<file path="src/rtl/lv_lbist_seq_if.sv">
// Request/acknowledge test bus between the LBIST sequencer and the channels.
// The sequencer raises a one-hot request; the addressed channel answers with a
// one-cycle acknowledge and an error flag that is valid alongside it.
interface lv_lbist_seq_if #(
  parameter int CH_NUM = 2
);
  logic [CH_NUM-1:0] o_req;
  logic [CH_NUM-1:0] i_ack;
  logic [CH_NUM-1:0] i_err;

  modport master (output o_req, input i_ack, input i_err);
  modport slave  (input o_req, output i_ack, output i_err);
endinterface

</file>
<file path="src/rtl/lv_lbist_seq.sv">
// Logic-BIST run sequencer: walks through the channels, issues REQ_NUM requests
// per channel, counts good acknowledges, grades each channel, watches the
// interrupt lines and bounds the whole run with a global timeout.
module lv_lbist_seq #(
  parameter int CH_NUM   = 2,
  parameter int REQ_NUM  = 4,
  parameter int OK_TH    = 3,
  parameter int REQ_TMO  = 64,
  parameter int GLB_TMO  = 96000,
  parameter int INTB_NUM = 2
) (
  input  logic                i_clk,
  input  logic                i_rst,
  input  logic                i_bist_en,
  lv_lbist_seq_if.master      bus,
  input  logic [INTB_NUM-1:0] i_intb_pulse,
  output logic [CH_NUM-1:0]   o_ch_pass,
  output logic                o_intb_pass,
  output logic                o_tmo_err,
  output logic                o_busy,
  output logic                o_done,
  output logic                o_all_pass
);

  localparam int CH_W  = (CH_NUM > 1) ? $clog2(CH_NUM) : 1;
  localparam int CNT_W = $clog2(REQ_NUM + 1);
  localparam int WT_W  = $clog2(REQ_TMO + 1);
  localparam int GLB_W = $clog2(GLB_TMO + 1);

  localparam logic [CH_W-1:0]   CH_LAST  = CH_W'(CH_NUM - 1);
  localparam logic [CNT_W-1:0]  REQ_LIM  = CNT_W'(REQ_NUM);
  localparam logic [CNT_W-1:0]  OK_LIM   = CNT_W'(OK_TH);
  localparam logic [WT_W-1:0]   WAIT_MAX = WT_W'(REQ_TMO - 1);
  localparam logic [GLB_W-1:0]  GLB_MAX  = GLB_W'(GLB_TMO - 1);
  localparam logic [CH_NUM-1:0] CH_ONE   = CH_NUM'(1);

  typedef enum logic [2:0] {
    ST_IDLE = 3'd0,
    ST_REQ  = 3'd1,
    ST_GAP  = 3'd2,
    ST_EVAL = 3'd3,
    ST_DONE = 3'd4
  } state_t;

  state_t             state_r;
  logic [CH_W-1:0]    ch_r;
  logic [CNT_W-1:0]   issued_r;
  logic [CNT_W-1:0]   good_r;
  logic [WT_W-1:0]    wait_r;
  logic [GLB_W-1:0]   glb_r;

  logic [CH_NUM-1:0]  ch_sel_s;
  logic [CH_NUM-1:0]  ch_pass_eval_s;
  logic               ack_s;
  logic               err_s;
  logic               run_s;
  logic               glb_hit_s;
  logic               intb_hit_s;
  logic               eval_pass_s;

  // Decode the active channel and the run-wide conditions used by the FSM.
  always_comb begin
    ch_sel_s    = CH_ONE << ch_r;
    ack_s       = |(bus.i_ack & ch_sel_s);
    err_s       = |(bus.i_err & ch_sel_s);
    run_s       = (state_r == ST_REQ) || (state_r == ST_GAP) || (state_r == ST_EVAL);
    glb_hit_s   = run_s && (glb_r == GLB_MAX);
    intb_hit_s  = |i_intb_pulse;
    eval_pass_s = (good_r >= OK_LIM);
    if (eval_pass_s) begin
      ch_pass_eval_s = o_ch_pass | ch_sel_s;
    end else begin
      ch_pass_eval_s = o_ch_pass;
    end
  end

  // Run sequencer FSM with all outputs registered; reset beats enable, enable beats everything else.
  always_ff @(posedge i_clk) begin
    if (i_rst) begin
      state_r     <= ST_IDLE;
      ch_r        <= '0;
      issued_r    <= '0;
      good_r      <= '0;
      wait_r      <= '0;
      glb_r       <= '0;
      bus.o_req   <= '0;
      o_ch_pass   <= '0;
      o_intb_pass <= 1'b1;
      o_tmo_err   <= 1'b0;
      o_busy      <= 1'b0;
      o_done      <= 1'b0;
      o_all_pass  <= 1'b0;
    end else if (!i_bist_en) begin
      // Abort or clear: results stay readable, activity stops.
      state_r    <= ST_IDLE;
      bus.o_req  <= '0;
      o_busy     <= 1'b0;
      o_done     <= 1'b0;
      o_all_pass <= 1'b0;
    end else begin
      case (state_r)
        ST_IDLE: begin
          state_r     <= ST_REQ;
          ch_r        <= '0;
          issued_r    <= '0;
          good_r      <= '0;
          wait_r      <= '0;
          glb_r       <= '0;
          bus.o_req   <= CH_ONE;
          o_ch_pass   <= '0;
          o_intb_pass <= 1'b1;
          o_tmo_err   <= 1'b0;
          o_busy      <= 1'b1;
          o_done      <= 1'b0;
          o_all_pass  <= 1'b0;
        end
        ST_REQ, ST_GAP, ST_EVAL: begin
          if (intb_hit_s) begin
            o_intb_pass <= 1'b0;
          end
          if (glb_hit_s) begin
            // Whole-run limit reached: unevaluated channels keep their cleared pass bit.
            state_r    <= ST_DONE;
            bus.o_req  <= '0;
            o_busy     <= 1'b0;
            o_done     <= 1'b1;
            o_tmo_err  <= 1'b1;
            o_all_pass <= 1'b0;
          end else begin
            glb_r <= glb_r + 1'b1;
            case (state_r)
              ST_REQ: begin
                // An acknowledge on the last waiting cycle still counts.
                if (ack_s || (wait_r == WAIT_MAX)) begin
                  state_r   <= ST_GAP;
                  bus.o_req <= '0;
                  if (issued_r != REQ_LIM) begin
                    issued_r <= issued_r + 1'b1;
                  end
                  if (ack_s && !err_s && (good_r != REQ_LIM)) begin
                    good_r <= good_r + 1'b1;
                  end
                end else begin
                  wait_r <= wait_r + 1'b1;
                end
              end
              ST_GAP: begin
                if (issued_r < REQ_LIM) begin
                  state_r   <= ST_REQ;
                  bus.o_req <= ch_sel_s;
                  wait_r    <= '0;
                end else begin
                  state_r <= ST_EVAL;
                end
              end
              ST_EVAL: begin
                o_ch_pass <= ch_pass_eval_s;
                issued_r  <= '0;
                good_r    <= '0;
                if (ch_r == CH_LAST) begin
                  state_r    <= ST_DONE;
                  o_busy     <= 1'b0;
                  o_done     <= 1'b1;
                  o_all_pass <= (&ch_pass_eval_s) & o_intb_pass & ~intb_hit_s;
                end else begin
                  state_r   <= ST_REQ;
                  ch_r      <= ch_r + 1'b1;
                  bus.o_req <= ch_sel_s << 1;
                  wait_r    <= '0;
                end
              end
              default: begin
                state_r <= ST_IDLE;
              end
            endcase
          end
        end
        ST_DONE: begin
          state_r <= ST_DONE;
          o_done  <= 1'b1;
        end
        default: begin
          state_r    <= ST_IDLE;
          bus.o_req  <= '0;
          o_busy     <= 1'b0;
          o_done     <= 1'b0;
          o_all_pass <= 1'b0;
        end
      endcase
    end
  end

endmodule

</file>
<file path="src/flat_wrapper.sv">
// flat-port wrapper written by rule: the top's interface ports become plain ports
module lv_lbist_seq_flat 
#(
  parameter int CH_NUM   = 2,
  parameter int REQ_NUM  = 4,
  parameter int OK_TH    = 3,
  parameter int REQ_TMO  = 64,
  parameter int GLB_TMO  = 96000,
  parameter int INTB_NUM = 2
)
  (i_clk, i_rst, i_bist_en, i_intb_pulse, o_ch_pass, o_intb_pass, o_tmo_err, o_busy, o_done, o_all_pass, bus_o_req, bus_i_ack, bus_i_err);
  lv_lbist_seq_if #(.CH_NUM(CH_NUM)) bus_i ();
  input  logic i_clk;
  input  logic i_rst;
  input  logic i_bist_en;
  input  logic [INTB_NUM-1:0] i_intb_pulse;
  output logic [CH_NUM-1:0] o_ch_pass;
  output logic o_intb_pass;
  output logic o_tmo_err;
  output logic o_busy;
  output logic o_done;
  output logic o_all_pass;
  output wire logic [$bits(bus_i.o_req)-1:0] bus_o_req;
  input wire logic [$bits(bus_i.i_ack)-1:0] bus_i_ack;
  input wire logic [$bits(bus_i.i_err)-1:0] bus_i_err;
  assign bus_o_req = bus_i.o_req;
  assign bus_i.i_ack = bus_i_ack;
  assign bus_i.i_err = bus_i_err;
  lv_lbist_seq #(.CH_NUM(CH_NUM), .REQ_NUM(REQ_NUM), .OK_TH(OK_TH), .REQ_TMO(REQ_TMO), .GLB_TMO(GLB_TMO), .INTB_NUM(INTB_NUM)) u_core (.i_clk(i_clk), .i_rst(i_rst), .i_bist_en(i_bist_en), .bus(bus_i), .i_intb_pulse(i_intb_pulse), .o_ch_pass(o_ch_pass), .o_intb_pass(o_intb_pass), .o_tmo_err(o_tmo_err), .o_busy(o_busy), .o_done(o_done), .o_all_pass(o_all_pass));
endmodule
</file>
<file path="config.mk">
export PLATFORM = sky130hd
export DESIGN_NAME = lv_lbist_seq_flat
export DESIGN_NICKNAME = d
export VERILOG_FILES = /design/src/rtl/lv_lbist_seq_if.sv /design/src/rtl/lv_lbist_seq.sv /design/src/flat_wrapper.sv
export SDC_FILE = /design/constraint.sdc
export NUM_CORES = 1
export LEC_CHECK = 0
export BUFFER_PORTS_ARGS = -buffer_cell sky130_fd_sc_hd__buf_2
export CAP_MARGIN = 15
export CORE_MARGIN = 2
export CORE_UTILIZATION = 24
export CTS_CLUSTER_DIAMETER = 40
export DETAILED_ROUTE_END_ITERATION = 10
export GPL_TIMING_DRIVEN = 1
export PLACE_DENSITY = 0.41
export SETUP_SLACK_MARGIN = 0.4
export SLEW_MARGIN = 20
export SYNTH_ARGS = -nofsm -noshare
export SYNTH_HDL_FRONTEND = slang
export SYNTH_SLANG_ARGS = --single-unit
</file>
<file path="constraint.sdc">
create_clock -name i_clk -period 2.8 [get_ports i_clk]
set_clock_uncertainty 0.05 [all_clocks]
set_input_delay 0.42 -clock i_clk [delete_from_list [all_inputs] [get_ports i_clk]]
set_output_delay 0.42 -clock i_clk [all_outputs]
set_load 0.02 [all_outputs]
</file>
Word level (Yosys, flattened, before mapping)
Index checks and enable logic that the tools add are counted.
{"block": "op_classes", "n_addsub": 5, "n_lt_le_gt_ge": 2, "n_eq_ne": 26, "shifts": 1, "muxes": 54, "n_bitwise": 8, "n_reduce_logical": 25}
{"cell": "$pmux 17 s2", "n": 1}
{"cell": "$mux 7", "n": 4}
{"cell": "$mux 3", "n": 9}
{"cell": "$ne 3x3->1 const B", "n": 8}
{"cell": "$pmux 3 s2", "n": 4}
{"cell": "$pmux 7 s3", "n": 1}
{"cell": "$pmux 3 s3", "n": 2}
{"cell": "$add 17x1->17 const B", "n": 1}
{"cell": "$eq 17x17->1 const B", "n": 1}
{"cell": "$mux 17", "n": 1}
{"cell": "$mux 2", "n": 8}
{"cell": "$mux 1", "n": 14}
{"cell": "$pmux 7 s2", "n": 1}
{"cell": "$pmux 2 s3", "n": 2}
{"cell": "$reduce_and 3->1", "n": 4}
{"cell": "$reduce_and 6->1", "n": 2}
{"cell": "$pmux 1 s2", "n": 5}
{"cell": "$ne 3x1->1 const B", "n": 3}
{"cell": "$ne 4x3->1 const B", "n": 2}
{"cell": "$reduce_or 2->1", "n": 4}
{"cell": "$add 7x1->7 const B", "n": 1}
{"cell": "$eq 7x6->1 const B", "n": 1}
{"cell": "$reduce_and 7->1", "n": 1}
{"cell": "$add 3x1->3 const B", "n": 2}
{"cell": "other kinds (27)", "n": 39}
{"block": "word_totals", "regBits": 43, "input_bits": 9, "output_inout_bits": 9, "word_cells": 134}

Logic depth before layout (Yosys ltp)
{"block": "depth", "word_depth": 11, "ltp_mapped": 7, "mapped_depth_nobuf": 7}

Least setup slack after synthesis
OpenSTA, ideal clock, no wires.
{"block": "synth_path", "path_kind": "reg2reg", "startpoint": "reg u_core.wait_r[0]", "endpoint": "reg u_core.issued_r[2]", "setup_ns": 0.070, "arrival_time_ns": 1.891, "required_ns": 2.680, "setup_slack_ns": 0.790, "path_stages_with_launch": 7, "path_buffers": 0, "period_less_slack_ns": 2.010, "path_cell_list": "dfxtp_1 ha_1 nand3_2 o311a_4 a31o_4 or4_1 a21oi_1"}
{"block": "synth_between", "elab_chain_cells": 4}
{"element": "start, declared", "line_no": "lv_lbist_seq.sv:49", "text": "logic [WT_W-1:0] wait_r;"}
{"element": "start signal, assigned", "line_no": "lv_lbist_seq.sv:144", "text": "wait_r <= wait_r + 1'b1;"}
{"element": "$eq 7x6->1", "line_no": "lv_lbist_seq.sv:134", "text": "if (ack_s || (wait_r == WAIT_MAX)) begin"}
{"element": "$logic_or 1x1->1", "line_no": "lv_lbist_seq.sv:134"}
{"element": "$ne 3x3->1 (no source line)"}
{"element": "$reduce_and 6->1 (no source line)"}
{"element": "end signal, assigned", "line_no": "lv_lbist_seq.sv:138", "text": "issued_r <= issued_r + 1'b1;"}
{"element": "end, declared", "line_no": "lv_lbist_seq.sv:47", "text": "logic [CNT_W-1:0] issued_r;"}
No other way between the ends.
A chain may end at the register's enable or synchronous reset.

Final worst setup path
{"block": "layout_path", "startpoint": "reg u_core.state_r[2]", "endpoint": "reg u_core.wait_r[1]"}
{"block": "layout_between", "elab_chain_cells": 6, "elab_cells_between_ends": 18, "cone_classes": "8 x eq/ne; 3 x mux; 7 x reduce/logical"}
{"element": "start, declared", "line_no": "lv_lbist_seq.sv:45", "text": "state_t state_r;"}
{"element": "start signal, assigned", "line_no": "lv_lbist_seq.sv:80", "text": "state_r <= ST_IDLE;"}
{"element": "start signal, assigned", "line_no": "lv_lbist_seq.sv:95", "text": "state_r <= ST_IDLE;"}
{"element": "start signal, assigned", "line_no": "lv_lbist_seq.sv:103", "text": "state_r <= ST_REQ;"}
{"element": "$eq 3x1->1 or $eq 3x2->1 (tied branches)", "line_no": "lv_lbist_seq.sv:66, lv_lbist_seq.sv:101, lv_lbist_seq.sv:131"}
{"element": "$logic_or 1x1->1 (2 in a row)", "line_no": "lv_lbist_seq.sv:66", "text": "run_s = (state_r == ST_REQ) || (state_r == ST_GAP) || (state_r == ST_EVAL);"}
{"element": "$logic_and 1x1->1", "line_no": "lv_lbist_seq.sv:67", "text": "glb_hit_s = run_s && (glb_r == GLB_MAX);"}
{"element": "$ne 2x2->1 (no source line)"}
{"element": "$reduce_and 7->1 (no source line)"}
Several ways; a longest one is shown, not always the timed one. The select of a mux whose other input is x is not followed.

==> flow_summary_export.csv <==
group,metric,value,unit
synth,yosys_warnings,0,
worst_setup_path,worstReg2RegStart,"u_core.state_r[2]",
floorplanning,rows,36,
worst_setup_path,setup.worst_path.class,"reg -> reg",
synth,syn_nets,304,
power,power_density,444,nW/um^2
synth,netlist_area,2370,sq um
clock_tree,cts_tree,"done",
layout,layout_common_cells,"dfxtp_1, nand2_1, a21oi_1",
timing,finalSetupViolations,0,
synth,yosysUniqueCellTypes,59,
floorplanning,dieHeight,103,microns
synth,synth_edf_count,0,
clock_tree,cts_buffers,5,
power,p_sw_share,23.8,%
global_routing,grt_pass1_wl,10.6,mm
floorplanning,start_util,24.4,%
global_routing,grt_max_degree,16,
worst_setup_path,worstSetupEndpointType,"flip-flop",
job,cap_violations,0,
synth,synth.avg_cell_area,8.22,sq um
global_routing,antenna_found_initial,0,
timing,hold_violations,0,
floorplanning,coreArea,9680,sq um
synth,netlist_instances,288,
layout,drive_gt1_share,12.1,%
layout,nets,322,
synth,synthArstFlopShare,0,%
worst_setup_path,cp_max_fo,15,
place,gp_congestion,0.774,
synth,ys_seq_area_share,36.4,%
route,vias_per_cell,4.85,
layout,layout_commonest_cell,"dfxtp_1",
place,dpl.cell_count,432,
power,p_seq_share,52.5,%
timing,tightest_slew,0.543,ns
global_routing,grt_pass1_vias,2155,
floorplanning,die_w,103,microns
synth,ys_ff_latch,43,
timing,rsz0062_at_grt,"false",
route,drc,0,
clock_tree,path_clk_slew,0.08,ns
synth,ys.flop_type,"dfxtp_1",
power,switching_power,0.285,mW
clock_tree,cts-root-buf,"clkbuf_8",
layout,syn_to_final_growth,13.8,%
floorplanning,dieArea,10700,sq um
clock_tree,htreeDepth,2,
clock_tree,insertion_delay,0.30,ns
timing,final.setup.tns,0,ns
layout,antenna_cells,0,
power,clockPowerShare,39.7,%
power,finalPower,1.20,mW
global_routing,grt-ovfl-total,0,
route,firstDrtPassIters,4,
hold_path,min_path_type,"reg -> reg",
worst_setup_path,cp-startpoint,"u_core.state_r[2]",
route,vias,2130,
layout,stdcell_count,439,
worst_setup_path,crit_arrival,2.33,ns
hold_path,hold_path_startpoint,"u_core.bus.o_req[1]",
floorplanning,io_pins,18,
timing,timing.final.crit_period,2.19,ns
worst_setup_path,max_stage_delay,0.49,ns
power,vdd_ir_drop_max,173,uV
clock_tree,clockBufferDepth,2,
timing,relSlewSlack,63.8,%
timing,drv_slew,0,
route,wl_per_cell,14.4,microns
route,routed_wirelength,6.33,mm
clock_tree,cts.sinks,43,
layout,final_util,27.8,%
layout,stdcell_area,2690,sq um
worst_setup_path,crit_chain,"o21bai_1 > or3_1 > o21ai_1 > nor2_1 > a41o_1",
power,p_leak,0.933,nW
worst_setup_path,required,2.94,ns
clock_tree,cts_setup_buffers,0,
power,comb_power_share,7.8,%
route,ant_nets,0,
route,drtIter0Drc,74,
place,io_buffers,17,
timing,fmax,0.456,GHz
worst_setup_path,crit_path_start_kind,"flip-flop",
place,post-dp-hpwl,4.74,mm
run_status,outcome,"complete, no violations",
worst_setup_path,cp_slowest_cell,"or3_1",
power,internal_power,0.911,mW
timing,post-route-period-util,78.2,%
global_routing,grt_use_total,12.7,%
place,placed_area,2580,sq um
layout,fillers,1070,
## through the flow
| stage | setup WS [ns] | hold WS (ns) |
|---|---|---|
| after floorplan | 0.790 | 0.387 |
| after global placement | 0.515 | 0.404 |
| after detailed placement | 0.505 | 0.405 |
| after CTS | 0.495 | 0.417 |
| after global routing | 0.451 | 0.447 |
| final | 0.609 | 0.411 |
## layout make-up
type | count | area, sq um | share of cell area, %
multi-input cells | 225 | 1420 | 52.6
repair buffers | 19 | 100 | 3.72
flip-flops and latches | 43 | 862 | 32.0
clock buffers | 6 | 72.6 | 2.70
well taps | 133 | 166 | 6.18
clock inverters | 1 | 30.0 | 1.12
inverters | 12 | 45.0 | 1.67
## registers in the layout, indices dropped and copies added, names as in the netlist
signal              flops
u_core.bus.o_req        2
u_core.good_r           3
u_core.o_intb_pass      1
u_core.glb_r           17
u_core.issued_r         3
u_core.o_ch_pass        2
u_core.o_all_pass       1
u_core.wait_r           7
u_core.o_busy           1
u_core.o_tmo_err        1
u_core.state_r          3
u_core.ch_r             1
u_core.o_done           1
## metal layers
layer  vias up  global-route usage (%)  share of wire [%]
met5         -                       0                  0
met4         0                    3.04                1.0
met3         7                    2.42                2.2
met2        18                    21.9                 47
met1      1006                    16.4                 50
li1       1099                       -                  -
## power by group through the flow
stage	logic, mW	registers, mW	clock network, mW
floorplan	0.0615	0.640	0
finish	0.0934	0.627	0.475
CTS	0.0946	0.627	0.494
global route	0.106	0.630	0.501
detailed placement	0.0941	0.642	0
global placement	0.0942	0.642	0
## cells in the mapped netlist (6+ instances only)
cell	number	share of area, %
a21oi_1	29	6.1
nand4_1	6	1.6
nor2_1	26	4.1
nand2_1	33	5.2
o21ai_0	10	2.1
o211ai_1	7	2.2
or3_1	7	1.9
inv_1	12	1.9
ha_1	7	3.7
or4_1	6	1.9
dfxtp_1	43	36
nand3_1	13	2.7
## what timing repair did
item                       4_1_cts  5_1_grt
resized for setup                0        2
setup endpoints to repair        0        4
hold buffers                     0        0
## critical path, delay by kind of cell (launching register included)
| kind | cells | cell delay [ns] |
|---|---|---|
| AOI/OAI and AO/OA | 3 | 0.88 |
| DFF | 1 | 0.48 |
| and+or+nand+nor | 2 | 0.68 |
## logic make-up (layout without fill, tap and decap cells)
logic type,count (synthesis),after routing,synth area share (%)
AO/OA/AOI/OAI,82,82,23.1
XOR/XNOR,9,9,3.33
adder cells (fa/ha/maj),7,7,3.70
buffers and inverters,20,38,4.02
flip-flops,43,43,36.4
multiplexers,4,4,1.90
AND/OR/NAND/NOR,123,123,27.6
## path summary, 6_finish.rpt
path | endpoint | slack, ns | cells past startpoint
worst max-delay path | u_core.wait_r[1] | 0.61 | 5
worst min-delay path | u_core.bus.o_req[1] | 0.41 | 2
worst max register to register | u_core.wait_r[1] | 0.61 | 5
worst min register to register | u_core.bus.o_req[1] | 0.41 | 2
Note: power is estimated with default switching activity, not from simulation.
